[src/rtl/store_queue_if.sv]
// Store-queue signal bundle: dispatch, execute, commit, flush, memory-drain
// and the age-ordered forwarding view. The queue itself uses the slave modport.
interface store_queue_if #(
    parameter int LSQ_SIZE = 8
);
    localparam int IDX_W = $clog2(LSQ_SIZE);

    logic                          alloc_valid;
    logic                          alloc_ready;
    logic [IDX_W-1:0]              alloc_idx;
    logic                          exec_valid;
    logic [IDX_W-1:0]              exec_idx;
    logic [31:0]                   exec_addr;
    logic [31:0]                   exec_data;
    logic                          commit_valid;
    logic                          flush;
    logic                          mem_req_valid;
    logic [31:0]                   mem_req_addr;
    logic [31:0]                   mem_req_data;
    logic                          mem_req_ready;
    logic [LSQ_SIZE-1:0]           sq_valid;
    logic [LSQ_SIZE-1:0][31:0]     sq_addr;
    logic [LSQ_SIZE-1:0][31:0]     sq_data;
    logic                          full;
    logic                          empty;

    modport master (
        output alloc_valid, exec_valid, exec_idx, exec_addr, exec_data,
               commit_valid, flush, mem_req_ready,
        input  alloc_ready, alloc_idx, mem_req_valid, mem_req_addr, mem_req_data,
               sq_valid, sq_addr, sq_data, full, empty
    );

    modport slave (
        input  alloc_valid, exec_valid, exec_idx, exec_addr, exec_data,
               commit_valid, flush, mem_req_ready,
        output alloc_ready, alloc_idx, mem_req_valid, mem_req_addr, mem_req_data,
               sq_valid, sq_addr, sq_data, full, empty
    );
endinterface

[src/rtl/store_queue.sv]
// Circular in-order store queue: alloc at tail, commit pointer in the middle, drain at head.
// Define SQ_FLUSH_EN to compile in flush (tail rollback to the commit pointer).
module store_queue #(
    parameter int LSQ_SIZE = 8
) (
    input  logic          clk,
    input  logic          rst_n,
    store_queue_if.slave  sq
);
    localparam int IDX_W = $clog2(LSQ_SIZE);
    localparam int PW    = IDX_W + 1;

    logic [PW-1:0]    head_ptr, cmt_ptr, tail_ptr;
    logic [PW-1:0]    count;
    logic [PW-1:0]    cmt_next;
    logic [IDX_W-1:0] head_idx, cmt_idx, tail_idx;
    logic [IDX_W-1:0] exec_off;
    logic             exec_in_range;
    logic             flush_eff;
    logic             alloc_fire, exec_fire, commit_fire, drain_fire;

    logic [LSQ_SIZE-1:0] slot_exe;
    logic [LSQ_SIZE-1:0] slot_cmt;
    logic [31:0]         slot_addr [LSQ_SIZE];
    logic [31:0]         slot_data [LSQ_SIZE];

    assign head_idx = head_ptr[IDX_W-1:0];
    assign cmt_idx  = cmt_ptr[IDX_W-1:0];
    assign tail_idx = tail_ptr[IDX_W-1:0];
    assign count    = tail_ptr - head_ptr;

`ifdef SQ_FLUSH_EN
    assign flush_eff = sq.flush;
`else
    logic unused_flush;
    assign unused_flush = sq.flush;
    assign flush_eff    = 1'b0;
`endif

    assign sq.full        = (count == PW'(LSQ_SIZE));
    assign sq.empty       = (count == '0);
    assign sq.alloc_ready = !sq.full;
    assign sq.alloc_idx   = tail_idx;

    // Slot is live when its distance from head is below the occupancy.
    assign exec_off      = sq.exec_idx - head_idx;
    assign exec_in_range = ({1'b0, exec_off} < count);

    assign alloc_fire  = sq.alloc_valid && !sq.full && !flush_eff;
    assign exec_fire   = sq.exec_valid && exec_in_range && !flush_eff;
    assign commit_fire = sq.commit_valid && (cmt_ptr != tail_ptr) && slot_exe[cmt_idx];
    assign drain_fire  = sq.mem_req_valid && sq.mem_req_ready;
    assign cmt_next    = commit_fire ? cmt_ptr + PW'(1) : cmt_ptr;

    assign sq.mem_req_valid = (head_ptr != cmt_ptr);
    assign sq.mem_req_addr  = slot_addr[head_idx];
    assign sq.mem_req_data  = slot_data[head_idx];

    always_ff @(posedge clk or negedge rst_n) begin
        if (!rst_n) begin
            head_ptr <= '0;
            cmt_ptr  <= '0;
            tail_ptr <= '0;
        end else begin
            if (alloc_fire)
                tail_ptr <= tail_ptr + PW'(1);
            if (drain_fire)
                head_ptr <= head_ptr + PW'(1);
            cmt_ptr <= cmt_next;
`ifdef SQ_FLUSH_EN
            if (flush_eff)
                tail_ptr <= cmt_next;
`endif
        end
    end

    always_ff @(posedge clk or negedge rst_n) begin
        if (!rst_n) begin
            slot_exe <= '0;
            slot_cmt <= '0;
            for (int i = 0; i < LSQ_SIZE; i++) begin
                slot_addr[i] <= '0;
                slot_data[i] <= '0;
            end
        end else begin
            for (int i = 0; i < LSQ_SIZE; i++) begin
                if (alloc_fire && tail_idx == IDX_W'(i)) begin
                    slot_exe[i] <= 1'b0;
                    slot_cmt[i] <= 1'b0;
                end
                if (exec_fire && sq.exec_idx == IDX_W'(i)) begin
                    slot_exe[i]  <= 1'b1;
                    slot_addr[i] <= sq.exec_addr;
                    slot_data[i] <= sq.exec_data;
                end
                if (commit_fire && cmt_idx == IDX_W'(i))
                    slot_cmt[i] <= 1'b1;
`ifdef SQ_FLUSH_EN
                // The slot committing this very cycle survives the squash.
                if (flush_eff && !slot_cmt[i] && !(commit_fire && cmt_idx == IDX_W'(i)))
                    slot_exe[i] <= 1'b0;
`endif
                if (drain_fire && head_idx == IDX_W'(i)) begin
                    slot_exe[i] <= 1'b0;
                    slot_cmt[i] <= 1'b0;
                end
            end
        end
    end

    // Age-ordered view: position i maps to physical slot head+i.
    always_comb begin
        sq.sq_valid = '0;
        sq.sq_addr  = '0;
        sq.sq_data  = '0;
        for (int i = 0; i < LSQ_SIZE; i++) begin
            sq.sq_valid[i] = (PW'(i) < count) && slot_exe[head_idx + IDX_W'(i)];
            sq.sq_addr[i]  = slot_addr[head_idx + IDX_W'(i)];
            sq.sq_data[i]  = slot_data[head_idx + IDX_W'(i)];
        end
    end
endmodule

[src/flat_wrapper.sv]
// flat-port wrapper written by rule: the top's interface ports become plain ports
module store_queue_flat 
#(
    parameter int LSQ_SIZE = 8
)
  (clk, rst_n, sq_alloc_valid, sq_exec_valid, sq_exec_idx, sq_exec_addr, sq_exec_data, sq_commit_valid, sq_flush, sq_mem_req_ready, sq_alloc_ready, sq_alloc_idx, sq_mem_req_valid, sq_mem_req_addr, sq_mem_req_data, sq_sq_valid, sq_sq_addr, sq_sq_data, sq_full, sq_empty);
  store_queue_if #(.LSQ_SIZE(LSQ_SIZE)) sq_i ();
  input  logic clk;
  input  logic rst_n;
  input wire logic [$bits(sq_i.alloc_valid)-1:0] sq_alloc_valid;
  input wire logic [$bits(sq_i.exec_valid)-1:0] sq_exec_valid;
  input wire logic [$bits(sq_i.exec_idx)-1:0] sq_exec_idx;
  input wire logic [$bits(sq_i.exec_addr)-1:0] sq_exec_addr;
  input wire logic [$bits(sq_i.exec_data)-1:0] sq_exec_data;
  input wire logic [$bits(sq_i.commit_valid)-1:0] sq_commit_valid;
  input wire logic [$bits(sq_i.flush)-1:0] sq_flush;
  input wire logic [$bits(sq_i.mem_req_ready)-1:0] sq_mem_req_ready;
  output wire logic [$bits(sq_i.alloc_ready)-1:0] sq_alloc_ready;
  output wire logic [$bits(sq_i.alloc_idx)-1:0] sq_alloc_idx;
  output wire logic [$bits(sq_i.mem_req_valid)-1:0] sq_mem_req_valid;
  output wire logic [$bits(sq_i.mem_req_addr)-1:0] sq_mem_req_addr;
  output wire logic [$bits(sq_i.mem_req_data)-1:0] sq_mem_req_data;
  output wire logic [$bits(sq_i.sq_valid)-1:0] sq_sq_valid;
  output wire logic [$bits(sq_i.sq_addr)-1:0] sq_sq_addr;
  output wire logic [$bits(sq_i.sq_data)-1:0] sq_sq_data;
  output wire logic [$bits(sq_i.full)-1:0] sq_full;
  output wire logic [$bits(sq_i.empty)-1:0] sq_empty;
  assign sq_i.alloc_valid = sq_alloc_valid;
  assign sq_i.exec_valid = sq_exec_valid;
  assign sq_i.exec_idx = sq_exec_idx;
  assign sq_i.exec_addr = sq_exec_addr;
  assign sq_i.exec_data = sq_exec_data;
  assign sq_i.commit_valid = sq_commit_valid;
  assign sq_i.flush = sq_flush;
  assign sq_i.mem_req_ready = sq_mem_req_ready;
  assign sq_alloc_ready = sq_i.alloc_ready;
  assign sq_alloc_idx = sq_i.alloc_idx;
  assign sq_mem_req_valid = sq_i.mem_req_valid;
  assign sq_mem_req_addr = sq_i.mem_req_addr;
  assign sq_mem_req_data = sq_i.mem_req_data;
  assign sq_sq_valid = sq_i.sq_valid;
  assign sq_sq_addr = sq_i.sq_addr;
  assign sq_sq_data = sq_i.sq_data;
  assign sq_full = sq_i.full;
  assign sq_empty = sq_i.empty;
  store_queue #(.LSQ_SIZE(LSQ_SIZE)) u_core (.clk(clk), .rst_n(rst_n), .sq(sq_i));
endmodule
[config.mk]
export PLATFORM = sky130hd
export DESIGN_NAME = store_queue_flat
export DESIGN_NICKNAME = d
export VERILOG_FILES = /design/src/rtl/store_queue_if.sv /design/src/rtl/store_queue.sv /design/src/flat_wrapper.sv
export SDC_FILE = /design/constraint.sdc
export NUM_CORES = 2
export LEC_CHECK = 0
export ABC_AREA = 0
export BUFFER_PORTS_ARGS = -buffer_cell sky130_fd_sc_hd__buf_2
export CAP_MARGIN = 40
export CORE_MARGIN = 10
export CORE_UTILIZATION = 35
export DETAILED_ROUTE_END_ITERATION = 6
export PLACE_DENSITY = 0.66
export REMOVE_ABC_BUFFERS = 1
export SLEW_MARGIN = 15
export SYNTH_ARGS = -nofsm -noshare
export SYNTH_HDL_FRONTEND = slang
export SYNTH_SLANG_ARGS = --single-unit
[constraint.sdc]
create_clock -name clk -period 5 [get_ports clk]
set_input_delay 0.75 -clock clk [delete_from_list [all_inputs] [get_ports clk]]
set_output_delay 0.75 -clock clk [all_outputs]
set_load 0.02 [all_outputs]
==> metrics.txt <==
Clock Skew=0.0174 ns; Crit path depth=7; cell with the most instances after synthesis=nand2_1; worst r2r dst=u_core.slot_data[159]; fillcell total=10509; Syn Inst Count=3066; slowest CP cell=dfrtp_4; Post CTS Setup Buffer Count=0; r2r setup slk=0.97 ns; crit path kind=register to output port; share of the synthesized area in the top cell type=33.6%; Total Routing Usage GR=18.0%; Worst path max stage delay=0.72 ns; Routed WL=119 mm; Synth Cell Area=39600 µm²; Remaining DRCs=0; Placer Congestion=0.826; routed vias/inst=5.71; Post-synth EDFFs=0; final setup TNS=0 ns; status=finished clean; CORE AREA=112000 µm²; CTS buffer count=61; global-route wire length before repair=182 mm; Distinct cells, synth=40; # H-tree levels=2; async set-reset flop share out of synthesis=100%; synth top area cells=dfrtp_1 34%, mux4_2 30%, mux2_2 16%, nand2_1 7.4%, mux2_1 5.6%; DR iter-0 viols=2296; dpl hpwl=82.7 mm; Die X=357 µm; # Max-Cap Violations=0; Slew @ Worst Pin=1.02 ns; largest net degree at the start of global routing=134; Layout area overhead=16.3%; worst path buffer plus inverter count=4; IO Pins=665; die footprint=127000 µm²; Final Cycle Share=91.5%; Initial Util=35.2%; Routed wire per std cell=23.3 µm; worst path cell trace=inv_1, ha_4, buf_12, buf_12, mux4_2, mux2_2, buf_2; Site Rows=123; min cycle time layout=4.57 ns; final setup fails=0; syn avg cell area=12.9 µm²; Max Fclk=219 MHz; clock sinks=532; Clock Pin Slew Worst Setup and Hold Paths=0.06 ns; vias in the first global route=29372; commonest register cell after synthesis=dfrtp_1; Longest Clk Path Bufs=3; Fin. Hold Viols=0; cell taking the most area after synthesis=dfrtp_1; synth warn=0; Antenna Nets Post-Route=0; Die Ht=357 µm; routed via count=29041; nets=3636; initial antenna violation count=5; R2R depth=9; HP Class=input pin to asynchronous set/reset pin; GRT overflow=0; max-slew violations=0; ratio of cells with drive above 1 in the final layout=54.5%; number of buffers inserted by hold repair at cts=0; Crit Path Max Fanout=48; CTS tree=done; Post-synth top cells=781 x nand2_1, 574 x mux2_2, 532 x dfrtp_1; clk root buf=clkbuf_16; critical path endpoint category=output port; #FFs+latches synth=532; later-pin clock latency in the skew report=0.64 ns; drt pass-1 iters=5; Top delay family on crit path=buffers and inverters; Arrival @ worst endpoint=3.82 ns; unrepaired setup endpoints after global routing=false; most used cell, CP=buf_12; Startpoint Class=register; post-synthesis sequential area ratio=33.6%; Worst EP required=4.25 ns; R2R Path Start=u_core.head_ptr[1]; Slew HR=32.3%; post-CTS sizing=0; IO Port Bufs=663
[per-layer routing]
layer	track usage (%)	wire length, µm	up-vias
met5	0	38	-
met4	6.29	3840	6
met3	3.54	9030	199
met2	30.4	59200	1214
met1	23.0	46500	15178
li1	-	-	12444
[worst max path at each step]
stage                  startpoint                    end  slack (ns)
4_1_cts        u_core.head_ptr[1]         sq_sq_addr[45]        0.35
2_1_floorplan  u_core.head_ptr[0]         sq_sq_valid[7]      -22.39
5_1_grt        u_core.head_ptr[0]         sq_sq_addr[93]        0.20
3_3_place_gp   u_core.head_ptr[1]  u_core.slot_data[139]        1.01
3_5_place_dp   u_core.head_ptr[1]  u_core.slot_data[159]        0.97
6_report       u_core.head_ptr[1]        sq_sq_addr[185]        0.43
[worst reg2reg max path: cells and delay by family (launching register included)]
family          cells  cell delay (ns)
compound gates      2             0.64
fa+ha+maj           3             1.36
buf+inv             3             0.71
flops               1             0.72
mux                 1             0.47
[cell type report]
class | count | area (µm²) | share of cell area [%]
Multi-Input combinational cell | 2190 | 24500 | 53.2
Sequential cell | 532 | 13300 | 28.9
Timing Repair Buffer | 742 | 4300 | 9.32
Tap cell | 1500 | 1880 | 4.07
Clock buffer | 93 | 1860 | 4.03
Clock inverter | 16 | 176 | 0.383
Inverter | 13 | 51.3 | 0.111
Antenna cell | 2 | 5.00 | 0.0109
[per-stage QoR]
stage / std cells / instance area [µm²] / setup slack [ns] / utilization, % / hold WS, ns
global route: 5088 / 46100 / 0.201 / 41.0 / 0.180
global placement: 4975 / 44000 / 1.01 / 39.1 / 0.518
detailed placement: 4977 / 44100 / 0.973 / 39.2 / 0.522
finish: 5088 / 46100 / 0.425 / 41.0 / 0.155
CTS: 5086 / 46100 / 0.355 / 41.0 / 0.148
floorplan: 2735 / 37700 / -22.39 / - / 0.454
[layout by cell type (no fill, tap or decap), types with 3 or more instances in the layout]
cell / synthesis / layout
dfrtp_1: 532 / 529
clkbuf_8: 0 / 17
o2111ai_4: 0 / 4
clkbuf_16: 0 / 63
buf_12: 0 / 27
nand2_1: 781 / 781
o21ai_0: 8 / 8
clkbuf_1: 121 / 13
ha_4: 0 / 3
clkinvlp_4: 0 / 3
bufinv_16: 0 / 3
mux2_1: 196 / 196
inv_1: 12 / 12
buf_4: 76 / 50
mux2i_1: 7 / 7
mux4_2: 522 / 522
a21oi_1: 9 / 9
a32oi_1: 3 / 3
mux2_2: 574 / 574
xnor2_1: 12 / 11
nor2b_1: 3 / 3
o31ai_1: 3 / 3
ha_1: 20 / 17
xor2_1: 10 / 9
o211ai_4: 0 / 3
nor2_1: 8 / 8
a22oi_1: 5 / 5
nand2b_1: 3 / 3
dfrtp_4: 0 / 3
buf_2: 61 / 662
clkinv_2: 0 / 7
[registers in the layout, indices dropped and copies added, names as in the netlist]
signal            count
u_core.slot_addr    256
u_core.slot_data    256
u_core.slot_exe       8
u_core.cmt_ptr        4
u_core.head_ptr       4
u_core.tail_ptr       4
[logic make-up after synthesis]
group,Yosys count,synth area share (%)
adders and majority gates,23,0.767
and+or+nand+nor,808,7.78
DFF,532,33.6
xor gates and xnor gates,22,0.486
muxes,1299,51.7
AOI/OAI and AO/OA,38,0.742
buffers and inverters,344,4.93
Power is left out: the tool's default activity adds up to more than one toggle a clock period on the data nets, which glitch-free logic cannot reach.
